File: config.mk
export PLATFORM = sky130hd
export DESIGN_NAME = mod503_mult_seq
export DESIGN_NICKNAME = d
export VERILOG_FILES = /design/src/rtl/mod503_mult_seq.sv
export SDC_FILE = /design/constraint.sdc
export NUM_CORES = 1
export LEC_CHECK = 0
export ABC_AREA = 1
export BUFFER_PORTS_ARGS = -buffer_cell sky130_fd_sc_hd__buf_2
export CAP_MARGIN = 30
export CORE_ASPECT_RATIO = 1.75
export CORE_MARGIN = 4
export CORE_UTILIZATION = 44
export DETAILED_ROUTE_END_ITERATION = 8
export PLACE_DENSITY = 0.66
export SLEW_MARGIN = 20
export SYNTH_ARGS = -nofsm -noshare
export SYNTH_HDL_FRONTEND = slang
export SYNTH_SLANG_ARGS = --single-unit
File: constraint.sdc
create_clock -name clk -period 5.86 [get_ports clk]
set_input_delay 1.172 -clock clk [delete_from_list [all_inputs] [get_ports clk]]
set_output_delay 1.172 -clock clk [all_outputs]
set_load 0.02 [all_outputs]
File: src/rtl/mod503_mult_seq.sv
// mod503_mult_seq
// ----------------------------------------------------------------------------
// Sequential modular multiplier: out_res = (in_a * in_b) mod 503.
//
// The 9-bit operands are split into three base-8 digits each. One external
// combinational 3x3 digit multiplier is time-shared over the nine digit pairs,
// and each partial product is shifted and added into an 18-bit accumulator.
// Two folding steps use 512 == 9 (mod 503) to shrink the accumulator, and a
// final conditional subtract yields the canonical residue 0..502.
//
// Ports
//   clk        in   1  rising-edge clock
//   rst_n      in   1  asynchronous active-low reset
//   in_valid   in   1  operand pair valid
//   in_ready   out  1  idle and able to accept an operand pair
//   in_a       in   9  operand a
//   in_b       in   9  operand b
//   dm_x       out  6  digit multiplier operands {b_digit, a_digit}, 0 outside MAC
//   dm_p       in   6  digit product, returned combinationally in the same cycle
//   out_valid  out  1  result valid, held until accepted
//   out_ready  in   1  consumer accepts the result
//   out_res    out  9  residue, 0..502
//   out_err    out  1  an operand was >= 503 (range-check build only)
//
// Build option
//   MOD503_RANGE_CHECK_EN  when defined, out_err reports (in_a >= 503) |
//                          (in_b >= 503) latched at acceptance. When not
//                          defined, out_err is tied low and no comparators
//                          exist. The residue is identical in both builds.
//
// Handshakes: a transfer happens on a rising edge where valid && ready are both
// high. in_ready does not depend on in_valid; out_valid does not depend on
// out_ready. Once out_valid is raised, out_res/out_err stay stable until the
// transfer.
// ----------------------------------------------------------------------------
module mod503_mult_seq (
    input  logic       clk,
    input  logic       rst_n,
    input  logic       in_valid,
    output logic       in_ready,
    input  logic [8:0] in_a,
    input  logic [8:0] in_b,
    output logic [5:0] dm_x,
    input  logic [5:0] dm_p,
    output logic       out_valid,
    input  logic       out_ready,
    output logic [8:0] out_res,
    output logic       out_err
);

    typedef enum logic [2:0] {
        S_IDLE = 3'd0,
        S_MAC  = 3'd1,
        S_RED1 = 3'd2,
        S_RED2 = 3'd3,
        S_CORR = 3'd4,
        S_DONE = 3'd5
    } state_t;

    state_t      state, state_nxt;

    // alive_q keeps in_ready low while reset is asserted and rises on the
    // first clock edge after release.
    logic        alive_q;

    logic [8:0]  a_q, a_nxt;
    logic [8:0]  b_q, b_nxt;
    logic [17:0] acc, acc_nxt;
    // Digit indices: i walks the a digits (inner), j walks the b digits.
    logic [1:0]  i_q, i_nxt;
    logic [1:0]  j_q, j_nxt;
    logic [8:0]  res_q, res_nxt;

    logic        accept;
    logic [2:0]  a_dig;
    logic [2:0]  b_dig;
    logic [2:0]  shift_sel;
    logic [17:0] addend;
    logic [12:0] fold1;
    logic [9:0]  fold2;
    logic [9:0]  corr_diff;

    assign in_ready  = alive_q && (state == S_IDLE);
    assign accept    = in_valid && in_ready;
    assign out_valid = (state == S_DONE);
    assign out_res   = res_q;

    // ------------------------------------------------------------------
    // Digit selection for the current (i, j) pair.
    // ------------------------------------------------------------------
    always_comb begin
        a_dig = a_q[8:6];
        case (i_q)
            2'd0:    a_dig = a_q[2:0];
            2'd1:    a_dig = a_q[5:3];
            default: a_dig = a_q[8:6];
        endcase
    end

    always_comb begin
        b_dig = b_q[8:6];
        case (j_q)
            2'd0:    b_dig = b_q[2:0];
            2'd1:    b_dig = b_q[5:3];
            default: b_dig = b_q[8:6];
        endcase
    end

    assign dm_x = (state == S_MAC) ? {b_dig, a_dig} : 6'd0;

    // Partial product weight is 8^(i+j), i.e. a shift of 3*(i+j) bits.
    assign shift_sel = {1'b0, i_q} + {1'b0, j_q};

    always_comb begin
        addend = {dm_p, 12'd0};
        case (shift_sel)
            3'd0:    addend = {12'd0, dm_p};
            3'd1:    addend = {9'd0, dm_p, 3'd0};
            3'd2:    addend = {6'd0, dm_p, 6'd0};
            3'd3:    addend = {3'd0, dm_p, 9'd0};
            default: addend = {dm_p, 12'd0};
        endcase
    end

    // ------------------------------------------------------------------
    // Folding: high part * 512 is replaced by high part * 9 (= 8x + x).
    // acc <= 511*511 so fold1 <= 5101 (13 bits); fold2 <= 592 (10 bits).
    // ------------------------------------------------------------------
    assign fold1 = ({4'd0, acc[17:9]} << 3) + {4'd0, acc[17:9]} + {4'd0, acc[8:0]};
    assign fold2 = ({6'd0, acc[12:9]} << 3) + {6'd0, acc[12:9]} + {1'b0, acc[8:0]};

    // fold2 <= 592 < 2*503, so one conditional subtract is enough.
    assign corr_diff = acc[9:0] - 10'd503;

    // ------------------------------------------------------------------
    // Next-state and datapath update.
    // ------------------------------------------------------------------
    always_comb begin
        state_nxt = state;
        a_nxt     = a_q;
        b_nxt     = b_q;
        acc_nxt   = acc;
        i_nxt     = i_q;
        j_nxt     = j_q;
        res_nxt   = res_q;

        case (state)
            S_IDLE: begin
                if (accept) begin
                    a_nxt     = in_a;
                    b_nxt     = in_b;
                    acc_nxt   = 18'd0;
                    i_nxt     = 2'd0;
                    j_nxt     = 2'd0;
                    state_nxt = S_MAC;
                end
            end
            S_MAC: begin
                acc_nxt = acc + addend;
                if (i_q == 2'd2) begin
                    i_nxt = 2'd0;
                    if (j_q == 2'd2) begin
                        j_nxt     = 2'd0;
                        state_nxt = S_RED1;
                    end else begin
                        j_nxt = j_q + 2'd1;
                    end
                end else begin
                    i_nxt = i_q + 2'd1;
                end
            end
            S_RED1: begin
                acc_nxt   = {5'd0, fold1};
                state_nxt = S_RED2;
            end
            S_RED2: begin
                acc_nxt   = {8'd0, fold2};
                state_nxt = S_CORR;
            end
            S_CORR: begin
                res_nxt   = (acc[9:0] >= 10'd503) ? corr_diff[8:0] : acc[8:0];
                state_nxt = S_DONE;
            end
            S_DONE: begin
                if (out_ready) begin
                    state_nxt = S_IDLE;
                end
            end
            default: begin
                state_nxt = S_IDLE;
            end
        endcase
    end

    always_ff @(posedge clk or negedge rst_n) begin
        if (!rst_n) begin
            state   <= S_IDLE;
            alive_q <= 1'b0;
            a_q     <= 9'd0;
            b_q     <= 9'd0;
            acc     <= 18'd0;
            i_q     <= 2'd0;
            j_q     <= 2'd0;
            res_q   <= 9'd0;
        end else begin
            state   <= state_nxt;
            alive_q <= 1'b1;
            a_q     <= a_nxt;
            b_q     <= b_nxt;
            acc     <= acc_nxt;
            i_q     <= i_nxt;
            j_q     <= j_nxt;
            res_q   <= res_nxt;
        end
    end

    // ------------------------------------------------------------------
    // Operand range flag.
    // ------------------------------------------------------------------
`ifdef MOD503_RANGE_CHECK_EN
    logic err_in_q;
    logic err_q;

    // Flag is captured with the operands and moved to the output register
    // together with the residue, so both change at the same edge.
    always_ff @(posedge clk or negedge rst_n) begin
        if (!rst_n) begin
            err_in_q <= 1'b0;
            err_q    <= 1'b0;
        end else begin
            if (accept) begin
                err_in_q <= (in_a >= 9'd503) || (in_b >= 9'd503);
            end
            if (state == S_CORR) begin
                err_q <= err_in_q;
            end
        end
    end

    assign out_err = err_q;
`else
    assign out_err = 1'b0;
`endif

endmodule

# After elaboration in Yosys (flattened, before gate mapping)
# Cells that the tools add are included.
# totals
regBits	53
in_bits	28
out_inout_bits	18
word_cells	65
# classes
addsub	9
order_cmp	1
n_eq_ne	16
mux	18
n_reduce_logical	13
# ops
operator	n
18-bit case mux with 4 select lines	2
18-bit adder	1
18-bit 2-to-1 mux	1
3-bit case mux with 6 select lines	1
12-bit by 9-bit adder with 13-bit output	1
13-bit by 9-bit adder with 13-bit output	1
3-bit by 2-bit == test with 1-bit output (second input constant)	4
3-bit 2-to-1 mux	4
3-bit case mux with 2 select lines	2
8-bit by 9-bit adder with 10-bit output	1
10-bit by 9-bit >= comparator with 1-bit output (second input constant)	1
9-bit 2-to-1 mux	1
9-bit subtractor (second input constant)	1
7-bit by 4-bit adder with 8-bit output	1
2-bit 2-to-1 mux	4
2-bit case mux with 2 select lines	2
3-bit by 1-bit == test with 1-bit output (second input constant)	2
3-bit == test (second input constant)	2
3-bit logical NOT	2
6-bit 2-to-1 mux	1
2-bit by 1-bit != test with 1-bit output (second input constant)	3
2-bit AND reduction	3
2-bit by 1-bit adder with 2-bit output (second input constant)	2
2-bit by 1-bit == test with 1-bit output (second input constant)	2
9 further kinds	12

# Longest topological paths before layout
# depth
ltp_word	5
depth_mapped	17
depth_no_buf	17

# Worst setup path before layout
# No wires, ideal clock.
# synth_timing
path_kind	register -> register
start	reg i_q[0]
end	reg acc[4]
setup_ns	0.139
arrival_ns	2.594
required_time_ns	5.721
path_slack_ns	3.127
path_stages_with_launch	13
period_less_slack_ns	2.733
cell_sequence	dfrtp_1 ha_1 fa_1 inv_1 nand2_1 nor2_1 ha_1 fa_1 nand3_1 nand2_1 or2_2 nand3_1 o2111ai_1
# synth_via
elab_chain_len	5
elab_cells_between_ends	8
classes_between	add/sub: 2; eq/ne: 3; mux: 2; reduce/logical: 1
# synth_lines
element	line_no	rtl
from (decl)	70	logic [1:0] i_q, i_nxt;
from (signal assigned)	211	i_q <= i_nxt;
2-bit by 2-bit adder with 3-bit output (*)	112	assign shift_sel = {1'b0, i_q} + {1'b0, j_q};
3-bit by 2-bit == test with 1-bit output, or another cell as far along	116	case (shift_sel)
18-bit case mux with 4 select lines (*)	116	
18-bit adder (*)	159	acc_nxt = acc + addend;
18-bit case mux with 4 select lines (*)	147	case (state)
to (signal assigned)	210	acc <= acc_nxt;
to (decl)	68	logic [17:0] acc, acc_nxt;
# Every way passes the cells marked *; elsewhere a longest branch is shown, timed or not.
# A chain may end at the register's enable or synchronous reset.

# Worst setup path in the final report
# layout_timing
start	reg j_q[0]
end	reg acc[14]
# layout_via
elab_chain_len	5
elab_cells_between_ends	8
classes_between	add/sub: 2; eq/ne: 3; mux: 2; reduce/logical: 1
# layout_lines
element	line_no	rtl
from (decl)	71	logic [1:0] j_q, j_nxt;
from (signal assigned)	212	j_q <= j_nxt;
2-bit by 2-bit adder with 3-bit output (*)	112	
3-bit by 2-bit == test with 1-bit output, or another cell as far along	116	
18-bit case mux with 4 select lines (*)	116	
18-bit adder (*)	159	
18-bit case mux with 4 select lines (*)	147	
# Marks and branches as above.

==> impl_metrics.ini <==
[outcome]
status = finished, final reports clean

[layout]
layout_common_cells = 262 x nand2_1, 78 x inv_1, 73 x nand3_1, 53 x dfrtp_1, 45 x nor2_1
fillers = 1087
nNetsFinal = 819
final_common_cell = nand2_1
ff_latch_area_mm2 = 0.00133
area_growth_syn_to_layout_pct = 9.59
multi_input_area_mm2 = 0.00302
drive_above_1_share_pct = 9.68
final_area_mm2 = 0.00518
antenna_cells = 0
fin_util_pct = 50.0

[pwr]
p_total_uw = 2900
ir_drop_v = 0.000354
p_per_area_mw_per_mm2 = 560
p_leak_uw = 0.00287

[die]
ios = 46
die_h_um = 145
dieWidth_um = 86.3
initial_core_util_pct = 45.6
dieArea_mm2 = 0.0125
core-area_mm2 = 0.0104
row_count = 49

[clocking]
clk_path_buf_depth = 2
cts_setup_buffers = 0
cts_tree = yes
clock_sinks = 53
clk_pin_slew_ns = 0.07
htree_levels = 2
cts_root_buf = clkbuf_16
numCtsBuffers = 5
worstSkewPairLatency_ns = 0.30
cts_resized = 0
hold_buffers = 0

[global_route]
grt_first_pass_wirelength_mm = 22.5
grt_max_degree = 54
antenna_found_initial = 0
overflow = 0
grt_pass1_vias = 4893
grt_use_total_pct = 22.4

[route]
via_count = 4772
wl_per_cell_um = 15.3
finalWirelength_mm = 13.3
ant_nets = 0
drc = 0
viasPerCell = 5.48
drt_iter0_drc = 238
drtPass1Iterations = 5

[placement]
place.gp.congestion = 1.03
portBuffers = 44
place_area_mm2 = 0.00504
dpl.hpwl_mm = 11.0

[timing]
finalSetupTns_ns = 0
max_freq_mhz = 320
slew_violations = 0
relSlewSlack_pct = 53.5
hold_ws_ns = 0.478
worst_pin_slew_ns = 0.698
post-route-period-util_pct = 53.3
fin_skew_ns = 0.00834
setup_viol = 0
rsz0062_at_grt = false
period_needed_ns = 3.13
finalHoldViolCount = 0

[worst_setup_path]
endpoint_kind = flop
rrSetupSlack_ns = 2.73
rr_startpoint = j_q[0]$_DFFE_PN0P_
cp_max_fo = 6
cp.arrival_ns = 3.32
reg2reg_depth = 15
start_kind = flop
r2r-end = acc[14]$_DFFE_PN0P_
critPathRequiredTime_ns = 6.05
criticalPathCategory = reg2reg

[worst_hold_path]
min_to = out_res[8]$_DFFE_PN0P_
holdPathStages = 2
hp-start = out_res[8]$_DFFE_PN0P_
hold_class = reg2reg

[synthesis]
syn-num-nets = 777
yosys_warnings = 0
synth.avg_cell_area_um2 = 6.73
seq_area_frac_synth_pct = 28.1
synth_area_leaders = dfrtp_1 28%, nand2_1 21%, ha_1 10%
synthCells = 702
synth_top_area_share_pct = 28.1
yosysTopAreaCell = dfrtp_1
synthDistinctLibCells = 36
ys_ff_latch = 53
netlist_area_mm2 = 0.00472

[flow_run]
drv_cap = 0
## worst max-delay path, cell delays in order, from the launching register on
cell and delay [ns]:
dfrtp_1 0.42, ha_1 0.21, fa_1 0.52, inv_1 0.07
nand2_1 0.17, nor2_1 0.07, ha_1 0.27, fa_1 0.47
nand3_1 0.11, nand2_1 0.13, nand3_1 0.14, nand2_1 0.10
nand2_1 0.11, nand3_1 0.08, nand3_1 0.09, nand2_1 0.05
## routing by layer
| layer | vias to the layer above | track usage (%) | routed length, um |
|---|---|---|---|
| met2 | 118 | 42.5 | 7380 |
| li1 | 2373 | - | - |
| met4 | 0 | 12.3 | 657 |
| met5 | - | 0 | 0 |
| met3 | 42 | 3.06 | 504 |
| met1 | 2239 | 22.3 | 4780 |
## Yosys cell counts (all sizes together)
cell     number
o21ai        23
nand3        75
ha           38
o21bai        2
nand3b        9
o21a          3
dfrtp        53
inv          81
o22ai        12
fa            9
o2111ai       1
a21oi        30
buf           9
xor2          7
nand4        16
xnor2         3
conb          2
nand2       265
o211ai        2
nor3          2
and2          2
a21o          1
or2           4
a22oi         2
nor2         50
clkbuf        1
## worst max-delay path by stage
stage                             from             endpoint  depth (start not counted)
finish              j_q[0]$_DFFE_PN0P_  acc[14]$_DFFE_PN0P_                         15
floorplan           i_q[0]$_DFFE_PN0P_   acc[4]$_DFFE_PN0P_                         12
global placement               dm_p[0]  acc[14]$_DFFE_PN0P_                         13
detailed placement             dm_p[0]  acc[14]$_DFFE_PN0P_                         13
CTS                 j_q[0]$_DFFE_PN0P_  acc[14]$_DFFE_PN0P_                         15
global route        j_q[0]$_DFFE_PN0P_  acc[14]$_DFFE_PN0P_                         15
## area by class of cell
class / instances / area share [%]
Clock inverter: 2 / 0.314
Sequential cell: 53 / 25.6
Tap cell: 127 / 3.07
Multi-Input combinational cell: 558 / 58.3
Clock buffer: 5 / 2.42
Inverter: 81 / 5.87
Timing Repair Buffer: 45 / 4.40
## registers in the layout (all words and copies together), names as in the netlist
name and count:
a_q 9, i_q 2, out_res 9, j_q 2, acc 18, state 3, alive_q 1, b_q 9
## cells by family after synthesis
family,share of synthesized area [%]
buffers and inverters,8.02
XOR/XNOR,1.85
AND/OR/NAND/NOR,38.8
other,0.159
flip-flops,28.1
AO/OA/AOI/OAI,9.22
adder cells (fa/ha/maj),13.9
## power by group
| group | switching [uW] | internal [uW] | total, uW |
|---|---|---|---|
| clock | 140 | 157 | 297 |
| combinational | 1220 | 661 | 1880 |
| sequential | 201 | 524 | 725 |
| total | 1560 | 1340 | 2900 |
## stage by stage
stage	std cells	worst slack (ns)
floorplan	702	3.13
global placement	864	2.72
detailed placement	864	2.70
CTS	871	2.72
global route	871	2.47
finish	871	2.73
No activity file was read; power rests on OpenSTA's default activity.
